### src/rtl/memmu_write_arbiter.sv
// memmu_write_arbiter
//
// Shares the single MemMU write port between the SIU point stream and ExMU
// rewrites. SIU has priority, but while an ExMU request is waiting the SIU
// may only win MAX_SIU_BURST grants in a row before ExMU is served. Each
// grant issues one write strobe, then the arbiter waits for the write to
// complete (or time out) before it grants again. A write that starts a new
// frame is followed by a one-cycle frame flush.
//
// Optional build macro: MEMMU_ARB_STATS_EN
//   defined   -> o_status[31:16] carries completed-write counters
//   undefined -> o_status[31:16] reads 0 and no counters are built
//
// Parameters
//   MAX_SIU_BURST   consecutive SIU grants allowed while ExMU waits (1-255)
//   TIMEOUT_CYCLES  WAIT_DONE cycles before a write is declared lost (>= 2)
//   POINTCLOUD_ID   3-bit ID reported in o_status[7:5]
//
// Ports
//   i_SYSTEM_clk        system clock, rising edge
//   i_SYSTEM_rst        synchronous reset, active high
//   i_SIU_valid         SIU write request
//   o_SIU_ready         SIU request accepted this cycle (combinational)
//   i_SIU_pointID       point ID of the SIU request
//   i_SIU_newFrame      SIU request is the first point of a new frame
//   i_ExMU_valid        ExMU rewrite request
//   o_ExMU_ready        ExMU request accepted this cycle (combinational)
//   i_ExMU_pointID      point ID of the ExMU rewrite
//   o_CU_SIU_ExMU       MemMU source select, 0 = SIU, 1 = ExMU
//   o_MemMU_writeValid  one-cycle write strobe
//   o_MemMU_pointID     ID of the write being issued
//   i_MemMU_writeDone   one-cycle completion of the issued write
//   o_frameStart        one-cycle pulse when a new frame begins
//   o_status            [0] busy, [1] sticky timeout, [2] frame pending,
//                       [4:3] state, [7:5] POINTCLOUD_ID,
//                       [15:8] SIU burst count, [31:16] stats
//
// State table
//   state       | meaning
//   IDLE        | ready for a grant; the only state where ready may be high
//   ISSUE       | write strobe to MemMU, timer loaded
//   WAIT_DONE   | waiting for writeDone or timer terminal count
//   FRAME_FLUSH | one-cycle frame boundary: frameStart, burst/pending cleared

module memmu_write_arbiter #(
  parameter int unsigned MAX_SIU_BURST  = 8,
  parameter int unsigned TIMEOUT_CYCLES = 1024,
  parameter logic [2:0]  POINTCLOUD_ID  = 3'd0
) (
  input  logic        i_SYSTEM_clk,
  input  logic        i_SYSTEM_rst,
  input  logic        i_SIU_valid,
  output logic        o_SIU_ready,
  input  logic [18:0] i_SIU_pointID,
  input  logic        i_SIU_newFrame,
  input  logic        i_ExMU_valid,
  output logic        o_ExMU_ready,
  input  logic [18:0] i_ExMU_pointID,
  output logic        o_CU_SIU_ExMU,
  output logic        o_MemMU_writeValid,
  output logic [18:0] o_MemMU_pointID,
  input  logic        i_MemMU_writeDone,
  output logic        o_frameStart,
  output logic [31:0] o_status
);

  typedef enum logic [1:0] {
    IDLE        = 2'd0,
    ISSUE       = 2'd1,
    WAIT_DONE   = 2'd2,
    FRAME_FLUSH = 2'd3
  } state_t;

  localparam int unsigned  TW          = $clog2(TIMEOUT_CYCLES);
  localparam logic [TW-1:0] TIMER_LOAD = TW'(TIMEOUT_CYCLES - 1);
  localparam logic [7:0]    BURST_MAX  = 8'(MAX_SIU_BURST);

  state_t        state;
  logic [7:0]    burst;
  logic [TW-1:0] timer;
  logic          frame_pending;
  logic          timeout_err;
  logic          sel;
  logic [18:0]   point_id;
  logic          wr_valid;
  logic          frame_start;
  logic [15:0]   stats;

  logic burst_full;
  logic grant_exmu;
  logic grant_siu;

  // ExMU wins when SIU is idle or SIU has used up its burst allowance.
  assign burst_full = (burst == BURST_MAX);
  assign grant_exmu = (state == IDLE) && i_ExMU_valid && (!i_SIU_valid || burst_full);
  assign grant_siu  = (state == IDLE) && i_SIU_valid && !grant_exmu;

  assign o_SIU_ready  = grant_siu;
  assign o_ExMU_ready = grant_exmu;

  always_ff @(posedge i_SYSTEM_clk) begin
    if (i_SYSTEM_rst) begin
      state         <= IDLE;
      burst         <= '0;
      timer         <= '0;
      frame_pending <= 1'b0;
      timeout_err   <= 1'b0;
      sel           <= 1'b0;
      point_id      <= '0;
      wr_valid      <= 1'b0;
      frame_start   <= 1'b0;
    end else begin
      wr_valid    <= 1'b0;
      frame_start <= 1'b0;
      case (state)
        IDLE: begin
          if (grant_exmu) begin
            sel      <= 1'b1;
            point_id <= i_ExMU_pointID;
            burst    <= '0;
            wr_valid <= 1'b1;
            state    <= ISSUE;
          end else if (grant_siu) begin
            sel      <= 1'b0;
            point_id <= i_SIU_pointID;
            wr_valid <= 1'b1;
            state    <= ISSUE;
            // The burst only counts against a waiting ExMU requester.
            if (i_ExMU_valid) begin
              if (!burst_full) burst <= burst + 8'd1;
            end else begin
              burst <= '0;
            end
            if (i_SIU_newFrame) frame_pending <= 1'b1;
          end
        end
        ISSUE: begin
          timer <= TIMER_LOAD;
          state <= WAIT_DONE;
        end
        WAIT_DONE: begin
          // Done wins over a simultaneous terminal count.
          if (i_MemMU_writeDone || (timer == '0)) begin
            if (!i_MemMU_writeDone) timeout_err <= 1'b1;
            if (frame_pending) begin
              frame_pending <= 1'b0;
              burst         <= '0;
              frame_start   <= 1'b1;
              state         <= FRAME_FLUSH;
            end else begin
              state <= IDLE;
            end
          end else begin
            timer <= timer - 1'b1;
          end
        end
        FRAME_FLUSH: begin
          state <= IDLE;
        end
        default: state <= IDLE;
      endcase
    end
  end

`ifdef MEMMU_ARB_STATS_EN
  logic [7:0] siu_wr_cnt;
  logic [7:0] exmu_wr_cnt;

  // Only writes that really completed are counted; timeouts are not.
  always_ff @(posedge i_SYSTEM_clk) begin
    if (i_SYSTEM_rst || frame_start) begin
      siu_wr_cnt  <= '0;
      exmu_wr_cnt <= '0;
    end else if ((state == WAIT_DONE) && i_MemMU_writeDone) begin
      if (sel) exmu_wr_cnt <= exmu_wr_cnt + 8'd1;
      else     siu_wr_cnt  <= siu_wr_cnt + 8'd1;
    end
  end

  assign stats = {exmu_wr_cnt, siu_wr_cnt};
`else
  assign stats = '0;
`endif

  assign o_CU_SIU_ExMU      = sel;
  assign o_MemMU_pointID    = point_id;
  assign o_MemMU_writeValid = wr_valid;
  assign o_frameStart       = frame_start;

  assign o_status = {stats, burst, POINTCLOUD_ID, state, frame_pending,
                     timeout_err, (state != IDLE)};

endmodule

### config.mk
export PLATFORM = sky130hd
export DESIGN_NAME = memmu_write_arbiter
export DESIGN_NICKNAME = d
export VERILOG_FILES = /design/src/rtl/memmu_write_arbiter.sv
export SDC_FILE = /design/constraint.sdc
export NUM_CORES = 1
export LEC_CHECK = 0
export CAP_MARGIN = 20
export CORE_ASPECT_RATIO = 1.2
export CORE_MARGIN = 5
export CORE_UTILIZATION = 30
export CTS_BUF_LIST = sky130_fd_sc_hd__clkbuf_16
export CTS_CLUSTER_SIZE = 25
export DETAILED_ROUTE_END_ITERATION = 7
export PLACE_DENSITY = 0.57
export SLEW_MARGIN = 20
export SYNTH_ARGS = -nofsm -noshare
export SYNTH_HDL_FRONTEND = slang
export SYNTH_SLANG_ARGS = --single-unit
### constraint.sdc
create_clock -name i_SYSTEM_clk -period 6.1 [get_ports i_SYSTEM_clk]
set_input_delay 1.525 -clock i_SYSTEM_clk [delete_from_list [all_inputs] [get_ports i_SYSTEM_clk]]
set_output_delay 1.525 -clock i_SYSTEM_clk [all_outputs]
set_load 0.02 [all_outputs]
==> results of run 1 <==
==> state kept, by name, summed over array words and instances (netlist names) <==
register and flops:
o_MemMU_pointID 19, timer 10, burst 8, state 2, frame_pending 1, o_CU_SIU_ExMU 1, o_MemMU_writeValid 1, o_frameStart 1
timeout_err 1
==> worst min-delay path by stage <==
stage | start | end | slack [ps]
global route | o_CU_SIU_ExMU | o_CU_SIU_ExMU | 490
CTS | o_CU_SIU_ExMU | o_CU_SIU_ExMU | 460
global placement | o_CU_SIU_ExMU | o_CU_SIU_ExMU | 440
detailed placement | o_CU_SIU_ExMU | o_CU_SIU_ExMU | 450
floorplan | timeout_err | timeout_err | 440
finish | o_CU_SIU_ExMU | o_CU_SIU_ExMU | 460
==> worst max-delay path: stages <==
cell,delay (ps)
clkdlybuf4s50_1,510
o41ai_4,120
nand3_4,390
and3_1,330
clkdlybuf4s50_1,530
==> stage by stage <==
step / cell area [um2] / power, uW / hold WS (ps) / utilization / std cells
after floorplan: 2400 / 499 / 438 / - / 277
after global placement: 3110 / 586 / 444 / 0.408 / 418
after detailed placement: 3110 / 587 / 455 / 0.408 / 418
after CTS: 3330 / 978 / 464 / 0.436 / 426
after global routing: 3330 / 1010 / 493 / 0.436 / 426
final: 3330 / 966 / 461 / 0.436 / 426
==> report_power, final <==
group / total, uW / switching [uW] / internal [uW]
sequential: 345 / 28.1 / 317
combinational: 233 / 123 / 110
clock: 387 / 111 / 276
total: 966 / 263 / 703
==> per-layer routing <==
metal	share of wire	GRT usage	routed length, um	vias to the layer above
li1	-	-	-	1028
met1	0.44	0.134	2390	881
met2	0.47	0.186	2550	75
met3	0.083	0.0368	453	6
met4	0.016	0.0479	87	0
met5	0	0	0	-
==> layout by cell type (no fill, tap or decap), types with 2 or more instances in the layout <==
master and count:
clkdlybuf4s50_1 80, dfxtp_1 44, nor2_1 39, a211oi_1 25
mux2i_1 20, conb_1 19, a21oi_1 13, inv_1 9
nand2_1 9, xnor2_1 9, o21ai_0 5, clkbuf_16 5
nor3_1 4, nand4_1 4, ha_1 4, nand2b_1 3
bufinv_16 3, and3_1 2, nor2b_1 2, nand4b_1 2
xor2_1 2, a31oi_1 2, o31ai_1 2, nand3_1 2
and2_1 2, nor3b_1 2, buf_4 2
==> cell families after synthesis <==
group,count (synthesis)
buffers and inverters,42
adder cells (fa/ha/maj),4
other,1
XOR/XNOR,11
multiplexers,20
AND/OR/NAND/NOR,80
flip-flops,44
AO/OA/AOI/OAI,57
==> final cells by class <==
class                   instances  area, um2
clock inverters                 3       90.1
inverters                       9       33.8
clock buffers                   5        125
well taps                      92        115
fillers                       772       4290
multi-input cells             191       1260
repair buffers                 82        816
flip-flops and latches         44        881
==> impl_metrics.ini, run 1 <==
[status]
status = completed

[die]
fp.coreArea_um2 = 7620
die_area_um2 = 9640
start_util = 0.306
floorplan.rows = 35
io_pins = 100
fp.dieW_um = 90.4
dieHeight_um = 107

[timing]
period_minus_slack_ps = 4940
fin_ws_ps = 1160
setup-violations-final = 0
maxSlewHeadroom = 0.576
clock.fmax_mhz = 202
slew_violations = 0
finalCritPeriodShare = 0.810
hold_viol_final = 0
tightest_slew_ps = 634
rsz0062_at_grt = no
finalClockSkew_ps = 3.84
fin_setup_tns_ps = 0

[yosys]
yosys.area.top_type = dfxtp_1
synthAdderAreaFrac = 0.0215
yosysTopAreaCellShare = 0.378
yosysWarnings = 0
synth_cell_types = 45
yosys.area_share.simple = 0.183
synth_mux_area_frac = 0.0859
synth.top_cells.by_area = dfxtp_1, mux2i_1, a211oi_1, buf_4, nor2_1
synth-edff-count = 0
syn_avg_cell_area_um2 = 9.00
synth_xor_xnor_area_share = 0.0414
synth_most_common_cell = dfxtp_1
synthesis.area_um2 = 2330
netlist_top_cells_count = dfxtp_1, nor2_1, a211oi_1
synth-seq-cells = 44
synth-compound-area-share = 0.180
async_flop_share = 0
synth_ff_type = dfxtp_1
synth_top_family_by_area = simple AND/OR/NAND/NOR gates
ys_seq_area_frac = 0.378
synth_cells = 259

[layout]
drive_above_1_share = 0.0569
n_antenna_cell = 0
fin_nets = 381
area_delta_synth_final_pct = 42.7

[clocking]
clock_latency_ps = 290
cts.sink_count = 44
cts.path.max_buffers = 2
hold_buffers = 0
cts_max_level = 2
clk_pin_slew_ps = 60
post_cts.repair.setup_buffers = 0
cts_tree = built
clock_tree.root_cell = clkbuf_16
cts_resized = 0
cts_buffers = 5

[setup_path]
cp_max_fo = 24
regToRegEndpoint = o_MemMU_pointID[10]
reg2reg_slack_ps = 3760
r2r.worst_path.cells = 7
crit_path_end = o_SIU_ready
r2r-start = burst[0]
critical_path_arrival_ps = 3420
worstSetupEndpointType = output port
crit_path_start_kind = input pin
critPathRequiredTime_ps = 4580
critPathLaunch = i_SIU_valid
critPathKind = input pin to output port

[detailed_routing]
route.detailed.drc = 0
drtIter0Drc = 142
routed_wl_um = 5480
wire_per_inst_um = 12.9
vias = 1990
via_per_inst = 4.67
antenna_left = 0
dr.pass1.iters = 4

[placement]
dp_hpwl_um = 4110
dp_slack_ps = 1130
numPortBuffers = 80
place_congestion = 0.788

[pwr]
power_density_nw_per_um2 = 290
p_leak_uw = 0.00132
peakVddDrop_mv = 0.171

[worst_hold_path]
hp-class = flip-flop to flip-flop
whs_path_depth = 2

[global_route]
antenna_found_initial = 0
grt_pass1_vias = 1849
grt_overflow = 0
grt_pass1_wl_um = 8960
grt_usage = 0.113
grt_max_degree = 41

[job]
maxCapViolCount = 0
No activity file was read; power rests on OpenSTA's default activity.
==> run 2: changes to the inputs <==
PLACE_DENSITY = 0.59   (was 0.57)
clock period = 4.1 ns   (was 6.1 ns; I/O delays follow)
==> run 2 against run 1 <==
Effect of this change:
- combinational power up 55%
- sequential power up 46%
- sequential share of layout area up 0.39 points
- worst hold slack about the same
- via count up 0.75%
- first-iteration DRC count down 58%
- non-clock buffer count up 3
- critical path type unchanged
==> impl_metrics.ini, run 2 (synthesis results as in run 1) <==
[status]
status = completed

[timing]
slew_violations = 0
setup-violations-final = 0
clock.fmax_mhz = 276
fin_setup_tns_ps = 0
hold_viol_final = 0
rsz0062_at_grt = no
hold_ws_ps = 462
maxSlewHeadroom = 0.590
tightest_slew_ps = 613
finalClockSkew_ps = 8.08
finalCritPeriodShare = 0.885
period_minus_slack_ps = 3630

[clocking]
cts.sink_count = 44
clock_tree.root_cell = clkbuf_16
cts.path.max_buffers = 2
cts_tree = built
cts_max_level = 2
cts_buffers = 5
post_cts.repair.setup_buffers = 0
clk_pin_slew_ps = 60
hold_buffers = 0
cts_resized = 0
clock_latency_ps = 280

[detailed_routing]
route.detailed.drc = 0
via_per_inst = 4.67
wire_per_inst_um = 12.8
routed_wl_um = 5510
vias = 2005
antenna_left = 0
drtIter0Drc = 59
dr.pass1.iters = 5

[die]
fp.coreArea_um2 = 7620
start_util = 0.306
dieHeight_um = 107
floorplan.rows = 35
fp.dieW_um = 90.4
die_area_um2 = 9640
io_pins = 100

[layout]
layout_commonest_cell = clkdlybuf4s50_1
largest_reg_flops = 19
utilization = 0.430
drive_above_1_share = 0.0623
n_antenna_cell = 0
area_delta_synth_final_pct = 40.7
fin_area_um2 = 3280
fin_nets = 384
fin_cells = 429
mostFrequentLayoutCells = clkdlybuf4s50_1, dfxtp_1, nor2_1

[job]
maxCapViolCount = 0

[placement]
dp_hpwl_um = 4200
numPortBuffers = 80
place_congestion = 0.786
placed_area_um2 = 3130
dpl.cell_count = 421

[global_route]
grt_pass1_wl_um = 8840
grt_usage = 0.112
antenna_found_initial = 0
grt_max_degree = 41
grt_pass1_vias = 1883
grt_overflow = 0

[setup_path]
critPathKind = input pin to output port
worstSetupEndpointType = output port
cp_max_fo = 5
crit_path_start_kind = input pin
critPathRequiredTime_ps = 3070
critical_path_arrival_ps = 2600

[pwr]
peakVddDrop_mv = 0.259
power_density_nw_per_um2 = 382
p_leak_uw = 0.00129

[worst_hold_path]
hp-class = flip-flop to flip-flop
## run 2: cell count changes in the layout (fill, tap and decap cells not counted)
| cell | before | now |
|---|---|---|
| buf_4 | 2 | 5 |
| clkinvlp_4 | 0 | 2 |
| clkinv_1 | 0 | 1 |
| bufinv_16 | 3 | 0 |
## run 2: final cells by class
cell class / instances / area, um2
clock inverter: 3 / 18.8
sequential: 44 / 881
inverter: 9 / 33.8
tap: 92 / 115
timing repair buffer: 85 / 838
multi-input combinational: 191 / 1260
clock buffer: 5 / 125
fill: 779 / 4340
## run 2: per-stage QoR
stage	power [uW]	worst slack, ps
floorplan	743	1140
global placement	874	488
detailed placement	877	471
CTS	1270	471
global route	1330	398
finish	1250	472
## run 2: final timing paths
kind	from	slack [ps]	endpoint	cells after the start
worst max-delay path	i_SIU_valid	470	o_SIU_ready	5
worst min-delay path	o_CU_SIU_ExMU	460	o_CU_SIU_ExMU	2
worst max register to register	burst[0]	1870	o_MemMU_pointID[8]	8
worst min register to register	o_CU_SIU_ExMU	460	o_CU_SIU_ExMU	2
## run 2: worst max-delay path: stages
cell and delay (ps):
clkdlybuf4s50_1 580, o41ai_4 140, nand3_4 110, and3_1 160, clkdlybuf4s50_1 600
## run 2: layer usage
metal | GRT usage | share of wire | vias up
li1 | - | - | 1041
met1 | 0.128 | 0.42 | 891
met2 | 0.186 | 0.47 | 69
met3 | 0.0446 | 0.091 | 4
met4 | 0.0447 | 0.016 | 0
met5 | 0 | 0 | -
## run 2: where the power goes
| group | leakage [uW] | total, uW | switching [uW] | internal (uW) |
|---|---|---|---|---|
| registers | 0.000363 | 505 | 33.1 | 472 |
| clock network | 0.0000635 | 387 | 163 | 223 |
| logic | 0.000865 | 360 | 192 | 167 |
| total | 0.00129 | 1250 | 389 | 862 |
